`config.mk`:
```
export PLATFORM = sky130hd
export DESIGN_NAME = alu_flag_register
export DESIGN_NICKNAME = d
export VERILOG_FILES = /design/src/rtl/alu_flag_register.sv
export SDC_FILE = /design/constraint.sdc
export NUM_CORES = 1
export LEC_CHECK = 0
export ABC_AREA = 1
export CAP_MARGIN = 20
export CORE_MARGIN = 5
export CORE_UTILIZATION = 45
export CTS_BUF_LIST = sky130_fd_sc_hd__clkbuf_16
export CTS_CLUSTER_DIAMETER = 100
export DETAILED_ROUTE_END_ITERATION = 6
export PLACE_DENSITY = 0.71
export SLEW_MARGIN = 10
export SYNTH_ARGS = -nofsm -noshare
export SYNTH_HDL_FRONTEND = slang
export SYNTH_SLANG_ARGS = --single-unit
```
`constraint.sdc`:
```
create_clock -name clk -period 3.6 [get_ports clk]
set_clock_uncertainty 0.05 [all_clocks]
set_input_delay 0.72 -clock clk [delete_from_list [all_inputs] [get_ports clk]]
set_output_delay 0.72 -clock clk [all_outputs]
set_load 0.005 [all_outputs]
```
`src/rtl/alu_flag_register.sv`:
```
// NZCV flag register with LEGv8 B.cond evaluation and a saturating update counter.
// Optional FLAG_BYPASS_EN: when defined, condition evaluation uses the incoming flags while set_flags is high.
module alu_flag_register #(
   parameter logic [3:0] RESET_FLAGS = 4'b0000,
   parameter int         CNT_W       = 16
) (
   input  logic             clk,
   input  logic             reset,
   input  logic             negative_in,
   input  logic             zero_in,
   input  logic             carry_in,
   input  logic             overflow_in,
   input  logic             set_flags,
   input  logic [3:0]       cond,
   output logic [3:0]       flags_q,
   output logic             flags_valid,
   output logic             cond_true,
   output logic [CNT_W-1:0] upd_count
);

   logic [3:0] new_flags;
   logic [3:0] eval_flags;

   assign new_flags = {negative_in, zero_in, carry_in, overflow_in};

   // Condition codes evaluated on {N,Z,C,V}; AL and NV are both unconditional on LEGv8.
   function automatic logic cond_eval(input logic [3:0] f, input logic [3:0] c);
      logic n, z, cy, v;
      logic r;
      n  = f[3];
      z  = f[2];
      cy = f[1];
      v  = f[0];
      case (c)
         4'h0:    r = z;
         4'h1:    r = !z;
         4'h2:    r = cy;
         4'h3:    r = !cy;
         4'h4:    r = n;
         4'h5:    r = !n;
         4'h6:    r = v;
         4'h7:    r = !v;
         4'h8:    r = cy & !z;
         4'h9:    r = !(cy & !z);
         4'hA:    r = (n == v);
         4'hB:    r = (n != v);
         4'hC:    r = !z & (n == v);
         4'hD:    r = !(!z & (n == v));
         default: r = 1'b1;
      endcase
      return r;
   endfunction

`ifdef FLAG_BYPASS_EN
   // Forward the flags being written so a B.cond right behind a SUBS needs no stall.
   assign eval_flags = set_flags ? new_flags : flags_q;
`else
   assign eval_flags = flags_q;
`endif

   assign cond_true = cond_eval(eval_flags, cond);

   always_ff @(posedge clk or posedge reset) begin
      if (reset) begin
         flags_q     <= RESET_FLAGS;
         flags_valid <= 1'b0;
         upd_count   <= '0;
      end else if (set_flags) begin
         flags_q     <= new_flags;
         flags_valid <= 1'b1;
         if (upd_count != {CNT_W{1'b1}})
            upd_count <= upd_count + {{(CNT_W-1){1'b0}}, 1'b1};
      end
   end

endmodule

```
==> results of run 1 <==
==> area by class of cell <==
class | instances | area (µm²)
fill | 265 | 1190
clock buffer | 3 | 75.1
sequential | 21 | 526
timing repair buffer | 32 | 320
clock inverter | 1 | 3.75
inverter | 22 | 85.1
tap | 44 | 55.1
multi-input combinational | 163 | 768
==> logic make-up (layout without fill, tap and decap cells) <==
family                   after synthesis  count (layout)  share of synthesized area
XOR/XNOR                               6               6                     0.0373
AO/OA/AOI/OAI                         13              13                     0.0515
AND/OR/NAND/NOR                      143             143                      0.448
buffers and inverters                 25              58                     0.0817
adder cells (fa/ha/maj)                1               1                    0.00888
flip-flops                            21              21                      0.373
==> flip-flops by register name (all words and copies together), names as in the netlist <==
register	count
upd_count	16
flags_q	4
flags_valid	1
==> synth_stat cells <==
cell type / n / area [µm²]
xnor2_1: 5 / 43.8
nand3_2: 1 / 10.0
nand2_4: 2 / 22.5
nor2_1: 20 / 75.1
nor3_1: 1 / 5.00
buf_8: 1 / 15.0
inv_1: 20 / 75.1
nand2_1: 85 / 319
nand3_1: 17 / 85.1
or2_2: 1 / 6.26
ha_1: 1 / 12.5
nor2_2: 4 / 25.0
nand3b_1: 2 / 15.0
nand2_2: 3 / 18.8
o21ai_2: 2 / 17.5
clkbuf_1: 1 / 3.75
nand4_1: 6 / 37.5
buf_6: 1 / 11.3
nor2_4: 1 / 11.3
dfrtp_1: 21 / 526
inv_2: 1 / 3.75
o21ai_0: 11 / 55.1
inv_4: 1 / 6.26
xor2_1: 1 / 8.76
==> worst max-delay path, stage by stage <==
cell and delay, ns:
clkdlybuf4s50_1 0.53, inv_1 0.09, nand2_1 0.13, nand2_1 0.06
nand3_1 0.09, nand2_1 0.05, nor2_1 0.09, nand3b_1 0.08
clkdlybuf4s50_1 0.44
==> routing by layer <==
layer / share of wire / wire length [µm] / GRT usage / up-vias
met3: 0.034 / 109 / 0.0255 / 4
met4: 0.014 / 46 / 0.0660 / 0
met2: 0.47 / 1530 / 0.273 / 27
met1: 0.48 / 1550 / 0.212 / 627
met5: 0 / 0 / 0 / -
li1: - / - / - / 723
==> power by group through the flow <==
stage	sequential (mW)	clock, mW	combinational (mW)
floorplan	0.310	0	0.101
global placement	0.316	0	0.194
detailed placement	0.315	0	0.197
CTS	0.312	0.239	0.199
global route	0.319	0.251	0.217
finish	0.312	0.235	0.196
==> how the worst max path moves through the flow <==
stage / depth (start not counted) / end / startpoint / slack (ns)
4_1_cts: 9 / cond_true / cond[1] / 0.55
6_report: 9 / cond_true / cond[1] / 0.54
3_3_place_gp: 9 / cond_true / cond[0] / 0.56
2_1_floorplan: 7 / cond_true / cond[1] / 1.63
5_1_grt: 9 / cond_true / cond[1] / 0.41
3_5_place_dp: 9 / cond_true / cond[1] / 0.55
==> metrics, run 1 <==
status finished, final reports clean; clk root buf clkbuf_16; fin worst setup slack 0.545 ns; r2r startpoint upd_count[0]$_DFFE_PP0P_; CP required roughly 2.8 ns; Worst Hold Class flop to flop; reg2reg end upd_count[3]$_DFFE_PP0P_; Clock Tree Buf Depth 2; post-synthesis instance total 209; Net Sw Frac 0.296; commonest non-fill, non-tap cell in the layout nand2_1; Int Pwr 0.523 mW; TritonCTS clock tree done; Die H approximately 66 µm; Max-cap violations 0; Slew HR 0.482; clock slew seen by the registers of the worst setup and hold paths roughly 0.06 ns; Arr. time, crit path 2.29 ns; # rows 20; starting density of the core 0.465; Achievable Freq between 0.3 and 0.4 GHz; DRT iter0 DRCs 82; share of power burned in registers 0.420; final instance area about 1800 µm²; antenna violations before repair 0; R2R Setup Slk 1.79 ns; Warnings, synthesis 0; Clk Latency, worst-skew pair between 0.2 and 0.3 ns; grt total ovfl 0; vias in the first global route roughly 1300; Area Growth Syn to Fin 30.1%; Worst Path Max Fanout 5; htree depth 1; Worst Min Path Start flags_valid$_DFFE_PP0P_; Synthesized Nets 221; DP Area between 1500 and 2000 µm²; vias per cell 4.83; Die W between 60 and 70 µm; final net count 255; syn avg cell area between 6 and 7 µm²; RD Place Congestion between 0.8 and 0.9; routed wire length roughly 3.2 mm; setup violators final 0; dpl hpwl 2.42 mm; total chip power about 0.74 mW; CTS Buf Count 3; Final period util 0.849; RSZ-0062 raised after global routing no; synthesized area roughly 1400 µm²; I/O pins 33; cts hold-fix bufs 0; core area around 3000 µm²; Worst Reg-to-Reg Cells 8; commonest non-fill, non-tap cells in the layout 85 x nand2_1, 32 x clkdlybuf4s50_1, 21 x inv_1, 21 x dfrtp_1, 20 x nor2_1; Vias 1381; post-CTS sizing 0; Die Area 4350 µm²; endpoints failing hold 0; Worst Hold Path Cells 1; share of cells above drive strength 1 0.0785; startpoint types input port; first-pass GRT wire length 5.62 mm; Clock Power Share 0.316; post-route minimum period between 3 and 4 ns; pre-CTS setup slack between 0.5 and 0.6 ns; Wirelength per Cell ~11 µm; first-pass detailed-route iteration total 4; non-filler cells in the finished layout between 200 and 300; Worst Hold End flags_valid$_DFFE_PP0P_; pin slew with the least headroom to its limit approximately 0.78 ns; gr usage total 0.164; sequential share of the synthesized area 0.373; Post-CTS Repair Setup Buffers 0; PortBufs 32; Layout Utilization 0.605; Comb power frac 0.263; kind of critical path input port to output pin; P_sw ~0.22 mW; Residual DRC 0; antenna cells 0; Slew Limit Fails 0; clock sink total 21; Post-DRT Antenna Nets 0; Worst IR Drop VDD 0.000280 V; Setup TNS 0 ns; Worst setup EP type output pin; leakage power a little over 0.8 nW; Pwr Density slightly above 400 nW/µm²; DP Cell Count 282; register bit count reported by yosys 21; post-synthesis cell type count 24; Worst Hold Margin around 0.43 ns; largest net degree at the start of global routing 22
Note: power is estimated with default switching activity, not from simulation.
==> run 2: changes to the inputs <==
PLACE_DENSITY = 0.74   (was 0.71)
clock period = 2.55 ns   (was 3.6 ns; I/O delays follow)
==> run 2 against run 1 <==
Against the previous run:
- cell count up 0.70%
- final area up 0.61%
- core utilization up 0.37 points
- critical path type unchanged
==> metrics, run 2 (same netlist as run 1, synthesis figures left out) <==
status finished, final reports clean; clock slew seen by the registers of the worst setup and hold paths 0.05 ns; DRT iter0 DRCs a little under 70; commonest non-fill, non-tap cells in the layout 83 x nand2_1, 28 x clkdlybuf4s50_1, 21 x inv_1, 21 x dfrtp_1, 20 x nor2_1; gr usage total 0.160; dpl hpwl about 2.4 mm; Residual DRC 0; TritonCTS clock tree done; antenna cells 0; fill cell total of the finished layout between 200 and 300; starting density of the core 0.465; pre-CTS setup slack -0.0980 ns; Die W about 66 µm; Clock Tree Buf Depth 2; RSZ-0062 raised after global routing no; kind of critical path input port to output pin; setup violators final 0; Clk Latency, worst-skew pair between 0.2 and 0.3 ns; final net count ~260; Worst Hold Margin between 0.4 and 0.5 ns; antenna violations before repair 0; Clock Power Share 0.309; Largest regs upd_count: 16 flops, flags_q: 4 flops, flags_valid: 1 flops; clock sink total 21; Die H roughly 66 µm; Final period util 0.942; leakage power roughly 0.84 nW; routed wire length roughly 3.1 mm; Net Sw Frac 0.290; share of cells above drive strength 1 0.0984; Worst Path Max Fanout 5; share of power burned in registers 0.425; vias per cell around 4.8; pin slew with the least headroom to its limit ~0.53 ns; DP Area ~1800 µm²; htree depth 1; startpoint types input port; Slew HR 0.644; grt total ovfl 0; Comb power frac 0.266; CP required roughly 2.0 ns; Achievable Freq roughly 0.42 GHz; RD Place Congestion slightly below 0.8; Pwr Density 563 nW/µm²; footprint of the multi-input gates just under 800 µm²; Setup TNS 0 ns; core area ~3000 µm²; I/O pins 33; Max-cap violations 0; cts hold-fix bufs 0; Worst IR Drop VDD 0.000432 V; P_sw between 0.3 and 0.4 mW; Worst Hold Class flop to flop; first-pass GRT wire length 5.47 mm; Crit path largest cell delay approximately 0.5 ns; Int Pwr 0.738 mW; Post-CTS Repair Setup Buffers 0; Post-DRT Antenna Nets 0; total chip power between 1 and 1.5 mW; clk root buf clkbuf_16; max reg flops 16; commonest non-fill, non-tap cell in the layout nand2_1; post-route minimum period approximately 2.4 ns; CP cell instances dlygate4sd2_1, inv_1, nor2_1, nand3_1, nand2_1, nor2_1, nand3b_1, clkdlybuf4s50_1; # rows 20; Vias around 1400; Wirelength per Cell ~11 µm; final instance area between 1500 and 2000 µm²; fin worst setup slack 0.149 ns; PortBufs 32; Reg area roughly 530 µm²; vias in the first global route ~1300; Area Growth Syn to Fin 30.9%; Slew Limit Fails 0; endpoints failing hold 0; Top cell by count, worst path nor2_1; Die Area 4350 µm²; Arr. time, crit path roughly 1.8 ns; Worst setup EP type output pin; most flop-heavy register upd_count; CP max-delay cell clkdlybuf4s50_1; largest net degree at the start of global routing 22; CTS Buf Count 3; first-pass detailed-route iteration total 5
[run 2: power groups by stage]
stage	sequential [mW]	combinational [mW]	clock, mW
after floorplan	0.438	0.143	0
after global placement	0.446	0.276	0
after detailed placement	0.444	0.281	0
after CTS	0.442	0.282	0.329
after global routing	0.452	0.311	0.344
final	0.442	0.277	0.320
[run 2: layer usage]
| layer | GRT usage | routed length [µm] | vias up |
|---|---|---|---|
| met5 | 0 | 0 | - |
| met4 | 0.0609 | 40 | 0 |
| met3 | 0.0238 | 156 | 6 |
| met2 | 0.280 | 1530 | 35 |
| met1 | 0.197 | 1420 | 621 |
| li1 | - | - | 729 |
[run 2: timing repair]
| item | in CTS | in global routing |
|---|---|---|
| setup endpoints to repair | 1 | 1 |
| cloned | 0 | 0 |
| gates resized for setup | 6 | 2 |
[run 2: worst max-delay path, delay by kind of cell]
family	cells	cell delay, ns
AND/OR/NAND/NOR	5	0.46
buffers and inverters	3	0.86
[run 2: area by class of cell]
class	instances	share of cell area
clock buffer	3	0.0407
inverter	22	0.0461
multi-input combinational	163	0.419
sequential	21	0.285
tap	44	0.0299
timing repair buffer	34	0.177
clock inverter	1	0.00204
[run 2: path summary, 6_finish.rpt]
path	start	to	slack [ns]	depth (start not counted)
max reg2reg	upd_count[0]$_DFFE_PP0P_	upd_count[3]$_DFFE_PP0P_	0.81	8
max	cond[2]	cond_true	0.15	8
min	flags_valid$_DFFE_PP0P_	flags_valid$_DFFE_PP0P_	0.42	1
min reg2reg	flags_valid$_DFFE_PP0P_	flags_valid$_DFFE_PP0P_	0.42	1
max in group asynchronous	reset	upd_count[12]$_DFFE_PP0P_	1.71	3
min in group asynchronous	reset	flags_q[1]$_DFFE_PP0P_	0.54	3
[run 2: metrics by stage]
step,instances,util
floorplan,209,-
global placement,284,0.584
detailed placement,284,0.584
CTS,288,0.610
global route,288,0.609
finish,288,0.609
